[src/rtl/serial_adder.sv]
// Bit-serial adder: one bit per clock, LSB first, registered carry, start/done handshake.
// Optional SERIAL_ADDER_SUB_EN adds a `sub` input for two's-complement subtraction.
module serial_adder #(
    parameter int unsigned WIDTH = 8
) (
    input  logic             clk,
    input  logic             rst,
    input  logic             start,
    input  logic [WIDTH-1:0] a,
    input  logic [WIDTH-1:0] b,
`ifdef SERIAL_ADDER_SUB_EN
    input  logic             sub,
`endif
    output logic             busy,
    output logic             done,
    output logic [WIDTH-1:0] sum,
    output logic             carry_out
);

    localparam int unsigned CW = (WIDTH > 1) ? $clog2(WIDTH) : 1;
    localparam logic [CW-1:0] LAST = CW'(WIDTH - 1);

    typedef enum logic [1:0] {StIdle, StRun, StDone} state_t;

    state_t           state_q, state_d;
    logic [WIDTH-1:0] a_q, a_d;
    logic [WIDTH-1:0] b_q, b_d;
    logic [WIDTH-1:0] acc_q, acc_d;
    logic             carry_q, carry_d;
    logic [CW-1:0]    cnt_q, cnt_d;
    logic [WIDTH-1:0] sum_q, sum_d;
    logic             cout_q, cout_d;

    logic [WIDTH-1:0] b_load;
    logic             carry_init;
    logic             h1_s, h1_c, h2_s, h2_c, fa_c;
    logic [WIDTH-1:0] acc_shift;

`ifdef SERIAL_ADDER_SUB_EN
    // Subtraction is a + ~b + 1: invert b on load and seed the carry with 1.
    assign b_load     = sub ? ~b : b;
    assign carry_init = sub;
`else
    assign b_load     = b;
    assign carry_init = 1'b0;
`endif

    // Full adder built from two half adders and an OR.
    assign h1_s = a_q[0] ^ b_q[0];
    assign h1_c = a_q[0] & b_q[0];
    assign h2_s = h1_s ^ carry_q;
    assign h2_c = h1_s & carry_q;
    assign fa_c = h1_c | h2_c;

    // New sum bit enters at the MSB; the shift form also covers WIDTH=1.
    assign acc_shift = WIDTH'({h2_s, acc_q} >> 1);

    always_comb begin
        state_d = state_q;
        a_d     = a_q;
        b_d     = b_q;
        acc_d   = acc_q;
        carry_d = carry_q;
        cnt_d   = cnt_q;
        sum_d   = sum_q;
        cout_d  = cout_q;
        unique case (state_q)
            StIdle, StDone: begin
                if (start) begin
                    state_d = StRun;
                    a_d     = a;
                    b_d     = b_load;
                    carry_d = carry_init;
                    cnt_d   = '0;
                end else begin
                    state_d = StIdle;
                end
            end
            StRun: begin
                a_d     = a_q >> 1;
                b_d     = b_q >> 1;
                acc_d   = acc_shift;
                carry_d = fa_c;
                cnt_d   = cnt_q + CW'(1);
                if (cnt_q == LAST) begin
                    state_d = StDone;
                    sum_d   = acc_shift;
                    cout_d  = fa_c;
                    cnt_d   = '0;
                end
            end
            default: state_d = StIdle;
        endcase
    end

    always_ff @(posedge clk or posedge rst) begin
        if (rst) begin
            state_q <= StIdle;
            a_q     <= '0;
            b_q     <= '0;
            acc_q   <= '0;
            carry_q <= 1'b0;
            cnt_q   <= '0;
            sum_q   <= '0;
            cout_q  <= 1'b0;
        end else begin
            state_q <= state_d;
            a_q     <= a_d;
            b_q     <= b_d;
            acc_q   <= acc_d;
            carry_q <= carry_d;
            cnt_q   <= cnt_d;
            sum_q   <= sum_d;
            cout_q  <= cout_d;
        end
    end

    assign busy      = (state_q == StRun);
    assign done      = (state_q == StDone);
    assign sum       = sum_q;
    assign carry_out = cout_q;

endmodule
[config.mk]
export PLATFORM = sky130hd
export DESIGN_NAME = serial_adder
export DESIGN_NICKNAME = d
export VERILOG_FILES = /design/src/rtl/serial_adder.sv
export SDC_FILE = /design/constraint.sdc
export NUM_CORES = 1
export LEC_CHECK = 0
export BUFFER_PORTS_ARGS = -buffer_cell sky130_fd_sc_hd__buf_2
export CAP_MARGIN = 20
export CORE_ASPECT_RATIO = 0.6
export CORE_UTILIZATION = 54
export DETAILED_ROUTE_END_ITERATION = 12
export MAX_ROUTING_LAYER = met4
export PLACE_DENSITY = 0.78
export SETUP_SLACK_MARGIN = 0.15
export SYNTH_ARGS = -nofsm -noshare
export SYNTH_HDL_FRONTEND = slang
export SYNTH_SLANG_ARGS = --single-unit
export TNS_END_PERCENT = 5
[constraint.sdc]
create_clock -name clk -period 2 [get_ports clk]
set_input_delay 0.2 -clock clk [delete_from_list [all_inputs] [get_ports clk]]
set_output_delay 0.2 -clock clk [all_outputs]
set_load 0.005 [all_outputs]
==> results of run 1 <==
[metrics by stage]
step	hold WS, ns	utilization, %	setup slack (ns)
floorplan	0.340	-	0.614
global route	0.0436	66.8	0.299
finish	0.00437	66.8	0.364
CTS	0.0183	66.8	0.380
detailed placement	0.337	62.9	0.423
global placement	0.327	62.9	0.478
[layout by cell type (no fill, tap or decap)]
master      count
inv_4           1
mux2i_1         4
ha_1            2
inv_1           1
inv_2           1
nand3b_1        1
nor3b_1         1
fa_1            1
o21ai_1         1
mux2_4          9
a21o_1          1
nand2b_1        1
nor2_2          1
nand2b_4        1
nor3_1         11
o22ai_1        10
a211oi_1        4
and2b_1         1
clkinvlp_4      2
dfrtp_1        38
nand2_4         1
nor2_1         10
a31oi_1         1
buf_2          29
bufinv_16       1
buf_4           2
a21oi_1         4
a22o_1          4
nand2_1        22
nor2b_1         5
clkbuf_8        5
[critical path, delay by kind of cell, from the launching register on]
family / cells / cell delay, ns
flip-flops: 1 / 0.64
AND/OR/NAND/NOR: 1 / 0.10
buffers and inverters: 2 / 0.40
[layout make-up]
class	instances	area, sq um
multi-input cells	96	653
clock inverters	3	45.0
flip-flops and latches	38	951
inverters	3	13.8
repair buffers	31	160
fillers	225	965
clock buffers	5	68.8
well taps	42	52.6
[worst max-delay path by stage]
stage,to,slack [ns],cells after the start
after global placement,carry_out$_DFFE_PP0P_,0.48,4
after detailed placement,sum[0]$_DFFE_PP0P_,0.42,4
after floorplan,sum[7]$_DFFE_PP0P_,0.61,4
after global routing,busy,0.30,3
after CTS,busy,0.38,3
final,busy,0.36,3
[cell usage after synthesis, types with 4 or more instances]
cell type  number  share of area [%]
mux2i_1         4                2.4
a21oi_1         4                1.2
a22o_1          4                2.1
mux2_4          9                8.1
a211oi_1        4                1.8
dfrtp_1        38                 57
nor2_1         10                2.2
nand2_1        22                4.9
nor3_1         11                3.3
o22ai_1        10                3.7
nor2b_1         5                1.9
buf_2           5                1.5
[sequential cells by signal (all words and copies together), names as in the netlist]
register	count
carry_out	1
sum	8
carry_q	1
acc_q	7
cnt_q	3
b_q	8
a_q	8
state_q	2
[power groups by stage]
| stage | sequential, mW | clock, mW | combinational [mW] |
|---|---|---|---|
| after global routing | 1.46 | 0.695 | 1.29 |
| after CTS | 1.41 | 0.666 | 1.16 |
| after global placement | 1.39 | 0 | 1.09 |
| after detailed placement | 1.41 | 0 | 1.15 |
| after floorplan | 1.33 | 0 | 0.928 |
| final | 1.41 | 0.653 | 1.15 |
[cell families after synthesis]
kind of cell    share of synthesized area, %
simple gates                            15.9
flops                                   56.8
compound gates                          9.95
mux                                     10.5
buf+inv                                 4.11
fa+ha+maj                               2.69
[layer usage]
metal	global-route usage, %	wire [microns]	share of wire [%]
met2	37.4	1560	47
met3	6.70	200	6.1
met1	29.8	1490	45
met4	8.85	38	1.2
met5	-	0	0
==> impl_metrics.py, run 1 <==
metrics = {
    "clock_tree": {
        "clkTransAtPathRegs_ns": 0.08,
        "clock_sink_count": 38,
        "cts_tree": "done",
        "cts-root-buf": "clkbuf_8",
        "clkLatencyLatePin_ns": 0.29,
        "cts_setup_buffers": 0,
        "cts_resized": 0,
        "cts_made_buffers": 5,
        "clk_path_buf_depth": 2,
        "htree_levels": 2,
        "cts_hold_buf": 0,
    },
    "placement": {
        "portBuffers": 29,
        "placed_cell_area_sq_um": 1830,
        "dp.final_hpwl_microns": 2190,
        "gp_congestion": 0.816,
        "post-place-cells": 210,
    },
    "setup_path": {
        "critPathRequiredTime_ns": 1.80,
        "rrSetupSlack_ns": 0.39,
        "crit_path_end_kind": "output port",
        "regToRegEndpoint": "sum[7]$_DFFE_PP0P_",
        "slowest_stage": "dfrtp_1",
        "worstPathMaxFanout": 23,
        "slowest_delay_ns": 0.64,
        "r2r_cells": 4,
        "crit_path_cell_trace": "nand2b_4 > inv_4 > buf_2",
        "critPathLaunchType": "flop",
        "arrival_ns": 1.44,
        "critical_path.reg2reg.startpoint": "state_q[0]$_DFFE_PP0P_",
        "worstSetupStartpoint": "state_q[0]$_DFFE_PP0P_",
        "path_class": "flop to output port",
    },
    "routing": {
        "drtPass1Iterations": 4,
        "dr_total_vias": 1190,
        "drtAntennaViolNets": 0,
        "vias_per_cell": 5.46,
        "wirelength_microns": 3290,
        "first_iter_violations": 127,
        "route.detailed.drc": 0,
        "wl_per_cell_microns": 15.1,
    },
    "power": {
        "p_per_area_nw_per_um2": 1650,
        "p_leak_nw": 0.962,
        "power_switching_mw": 1.15,
        "vdd_ir_drop_max_mv": 0.728,
        "intPower_mw": 2.06,
        "p_seq_share_pct": 43.9,
        "p_total_mw": 3.22,
        "clkPwrFrac_pct": 20.3,
        "comb_power_share_pct": 35.8,
        "switching_share_pct": 35.8,
    },
    "logic_synthesis": {
        "synth-edff-count": 0,
        "syn_inst": 146,
        "yosys_warnings": 0,
        "synth_seq_area_share_pct": 56.8,
        "yosysUniqueCellTypes": 30,
        "synth_area_per_cell_sq_um": 11.5,
        "synth_seq_cells": 38,
        "synthFlopType": "dfrtp_1",
        "async_flop_share_pct": 100,
        "synth_fp_nets": 168,
        "syn_area_sq_um": 1670,
    },
    "run_status": {
        "outcome": "finished, final reports clean",
    },
    "global_route": {
        "track_usage_pct": 23.8,
        "grt_pass1_vias": 1170,
        "antenna_found_initial": 0,
        "grt_overflow": 0,
        "grt_pass1_wl_microns": 5380,
        "grt_max_degree": 39,
    },
    "floorplan": {
        "die-area_sq_um": 3330,
        "core-area_sq_um": 2910,
        "rows": 15,
        "die_x_microns": 73.9,
        "initial_core_util_pct": 57.5,
        "die_h_microns": 45.1,
        "io_pins": 30,
    },
    "sta": {
        "finalCritPeriodShare_pct": 81.8,
        "fmax_mhz": 611,
        "finalSetupTns_ns": 0,
        "setup_violations": 0,
        "tightest_slew_ns": 0.472,
        "max_slew_margin_pct": 68.5,
        "finClkSkew_ns": 0.00806,
        "finalMaxSlewViolations": 0,
        "rsz0062_at_grt": "no",
        "min_period_ns": 1.64,
        "hold_viol_final": 0,
    },
    "layout": {
        "area_growth_pct": 16.2,
        "n_antenna_cell": 0,
        "fin_nets": 197,
        "fin_area_sq_um": 1940,
        "instances_no_fill": 218,
        "drive_gt1_share_pct": 30.1,
    },
    "worst_hold_path": {
        "hp-class": "input pin to asynchronous set/reset pin",
    },
    "flow_run": {
        "maxCapViolations": 0,
    },
}
Power figures use the tool's default switching activity.
==> inputs of run 2 (changes only) <==
--- a/config.mk
+++ b/config.mk
@@ -5,10 +5,11 @@
 export SDC_FILE = /design/constraint.sdc
 export NUM_CORES = 1
 export LEC_CHECK = 0
+export ABC_AREA = 1
 export BUFFER_PORTS_ARGS = -buffer_cell sky130_fd_sc_hd__buf_2
 export CAP_MARGIN = 20
 export CORE_ASPECT_RATIO = 0.6
-export CORE_UTILIZATION = 54
+export CORE_UTILIZATION = 55
 export DETAILED_ROUTE_END_ITERATION = 12
 export MAX_ROUTING_LAYER = met4
 export PLACE_DENSITY = 0.78
==> constraint.sdc (replaced) <==
create_clock -name clk -period 1.7 [get_ports clk]
set_input_delay 0.17 -clock clk [delete_from_list [all_inputs] [get_ports clk]]
set_output_delay 0.17 -clock clk [all_outputs]
set_load 0.005 [all_outputs]
==> run 2 against run 1 <==
  * Via count grew 17%
  * First-iteration DRC count shrank 16%
  * Highest routed layer unchanged
  * Critical path depth is the same
  * Die area grew 6.6%
  * Clock skew shrank 0.0042 ns
  * Register-to-register slack lost 0.05 ns
  * Sequential power grew 11%
  * Clock power shrank 13%
  * Sequential share of layout area shrank 2.9 points
  * Total power grew 17%
  * Critical path type unchanged
  * Global-route usage shrank 0.80 points
==> impl_metrics.py, run 2 <==
metrics = {
    "run_status": {
        "outcome": "finished, final reports clean",
    },
    "global_route": {
        "grt_overflow": 0,
        "grt_pass1_vias": 1250,
        "track_usage_pct": 23.0,
        "grt_pass1_wl_microns": 5740,
        "grt_max_degree": 39,
        "antenna_found_initial": 0,
    },
    "logic_synthesis": {
        "synth_seq_area_share_pct": 52.2,
        "synthFlopType": "dfrtp_1",
        "synth_compound_area_share_pct": 6.39,
        "ys_top_cells_by_count": "nand2_1 (73), inv_1 (39), dfrtp_1 (38)",
        "synth_seq_cells": 38,
        "synth_top_family_by_area": "simple AND/OR/NAND/NOR gates",
        "synth_top_cell_area_share_pct": 52.2,
        "synth_xor_area_share_pct": 0,
        "syn_area_sq_um": 1820,
        "synth.most_common_cell": "nand2_1",
        "synth_fp_nets": 241,
        "yosysUniqueCellTypes": 17,
        "async_flop_share_pct": 100,
        "synth_area_leaders": "dfrtp_1 (52%), nand2_1 (15%), inv_1 (8.0%)",
        "yosys_warnings": 0,
        "synth_area_per_cell_sq_um": 8.31,
        "synth-edff-count": 0,
        "synth_fa_ha_area_share_pct": 2.47,
        "syn_inst": 219,
        "synth_simple_gate_area_share_pct": 26.3,
        "synthMuxAreaShare_pct": 0,
        "synth_top_cell_by_area": "dfrtp_1",
    },
    "floorplan": {
        "die_h_microns": 46.6,
        "initial_core_util_pct": 60.6,
        "io_pins": 30,
        "die-area_sq_um": 3550,
        "die_x_microns": 76.3,
        "core-area_sq_um": 3000,
        "rows": 15,
    },
    "routing": {
        "drtAntennaViolNets": 0,
        "dr_total_vias": 1388,
        "drtPass1Iterations": 4,
        "first_iter_violations": 107,
        "route.detailed.drc": 0,
        "wirelength_microns": 3250,
        "wl_per_cell_microns": 11.1,
        "vias_per_cell": 4.74,
    },
    "sta": {
        "max_slew_margin_pct": 69.1,
        "finalCritPeriodShare_pct": 80.1,
        "finClkSkew_ns": 0.00388,
        "finalSetupTns_ns": 0,
        "fmax_mhz": 734,
        "rsz0062_at_grt": "no",
        "hold_viol_final": 0,
        "setup_ws_ns": 0.338,
        "setup_violations": 0,
        "min_period_ns": 1.36,
        "tightest_slew_ns": 0.464,
        "finalMaxSlewViolations": 0,
    },
    "placement": {
        "placed_cell_area_sq_um": 1980,
        "post-place-cells": 285,
        "dp.final_hpwl_microns": 2330,
        "dp_slack_ns": 0.340,
        "portBuffers": 29,
        "gp_congestion": 0.798,
    },
    "layout": {
        "drive_gt1_share_pct": 21.5,
        "instances_no_fill": 293,
        "multi_input_area_sq_um": 641,
        "most-common-layout-cells": "nand2_1 (73), inv_1 (39), dfrtp_1 (38)",
        "area_growth_pct": 13.5,
        "fin_area_sq_um": 2070,
        "n_fill_cell": 266,
        "layout_commonest_cell": "nand2_1",
        "n_antenna_cell": 0,
        "utilization_pct": 68.8,
        "regArea_sq_um": 951,
        "fin_nets": 273,
    },
    "clock_tree": {
        "cts-root-buf": "clkbuf_8",
        "cts_tree": "done",
        "cts_setup_buffers": 0,
        "clkLatencyLatePin_ns": 0.29,
        "cts_made_buffers": 5,
        "htree_levels": 2,
        "clkTransAtPathRegs_ns": 0.07,
        "clk_path_buf_depth": 2,
        "clock_sink_count": 38,
        "cts_resized": 0,
        "cts_hold_buf": 1,
    },
    "setup_path": {
        "critical_path.reg2reg.startpoint": "cnt_q[0]$_DFFE_PP0P_",
        "critPathLaunchType": "flop",
        "path_class": "flop to output port",
        "worstSetupStartpoint": "state_q[0]$_DFFE_PP0P_",
        "critPathRequiredTime_ns": 1.53,
        "crit_path_end_kind": "output port",
        "r2r_cells": 6,
        "arrival_ns": 1.19,
        "worstPathMaxFanout": 12,
    },
    "worst_hold_path": {
        "hp-class": "input pin to flop",
        "worst_hold_path.num_cells": 3,
        "min_from": "a[7]",
    },
    "power": {
        "p_per_area_nw_per_um2": 1820,
        "vdd_ir_drop_max_mv": 1.00,
        "p_leak_nw": 1.20,
    },
    "flow_run": {
        "maxCapViolations": 0,
    },
}
run 2: cell count changes in the layout (fill, tap and decap cells not counted), sizes merged, moves of 4 or more:
cell,change
nand2,+55
inv,+39
nand3,+28
o21ai,+17
nor3,-11
o22ai,-10
mux2,-9
nor2,-8
nor2b,-5
a211oi,-4
a21oi,-4
a22o,-4
mux2i,-4
run 2: final cells by class:
| type | instances | area share, % |
|---|---|---|
| multi-input combinational | 130 | 31.0 |
| sequential | 38 | 46.0 |
| tap | 42 | 2.54 |
| clock buffer | 7 | 3.69 |
| timing repair buffer | 34 | 8.96 |
| inverter | 42 | 7.75 |
run 2: path summary, 6_finish.rpt:
kind,end,slack [ns]
min in group asynchronous,b_q[4]$_DFFE_PP0P_,0.53
worst max register to register,carry_out$_DFFE_PP0P_,0.34
worst max-delay path,done,0.34
worst min register to register,sum[1]$_DFFE_PP0P_,0.48
worst min-delay path,a_q[7]$_DFFE_PP0P_,0.09
max in group asynchronous,sum[6]$_DFFE_PP0P_,0.85
run 2: layer usage:
layer  global-route usage [%]  part of all wire, %  vias up
met5                        -                    0        -
met4                     9.23                  1.5        0
met3                     6.14                  5.0        5
met2                     32.6                   40       36
met1                     31.5                   53      623
li1                         -                    -      724
run 2: critical path: stages, from the launching register on:
cell and delay, ns:
dfrtp_1 0.49, buf_4 0.24, nor2_1 0.06, buf_2 0.12
run 2: where the power goes:
part | switching (mW) | total [mW] | internal [mW]
registers | 0.236 | 1.56 | 1.33
logic | 1.01 | 1.63 | 0.622
clock network | 0.287 | 0.569 | 0.282
run 2: per-stage QoR:
step	total power [mW]	hold WS, ns
after floorplan	2.86	0.291
after global placement	3.16	0.306
after detailed placement	3.23	0.303
after CTS	3.81	0.0889
after global routing	4.15	0.120
final	3.76	0.0938
run 2: kinds of logic after synthesis:
logic type,after synthesis
AND/OR/NAND/NOR,109
buffers and inverters,51
flip-flops,38
AO/OA/AOI/OAI,18
adder cells (fa/ha/maj),3
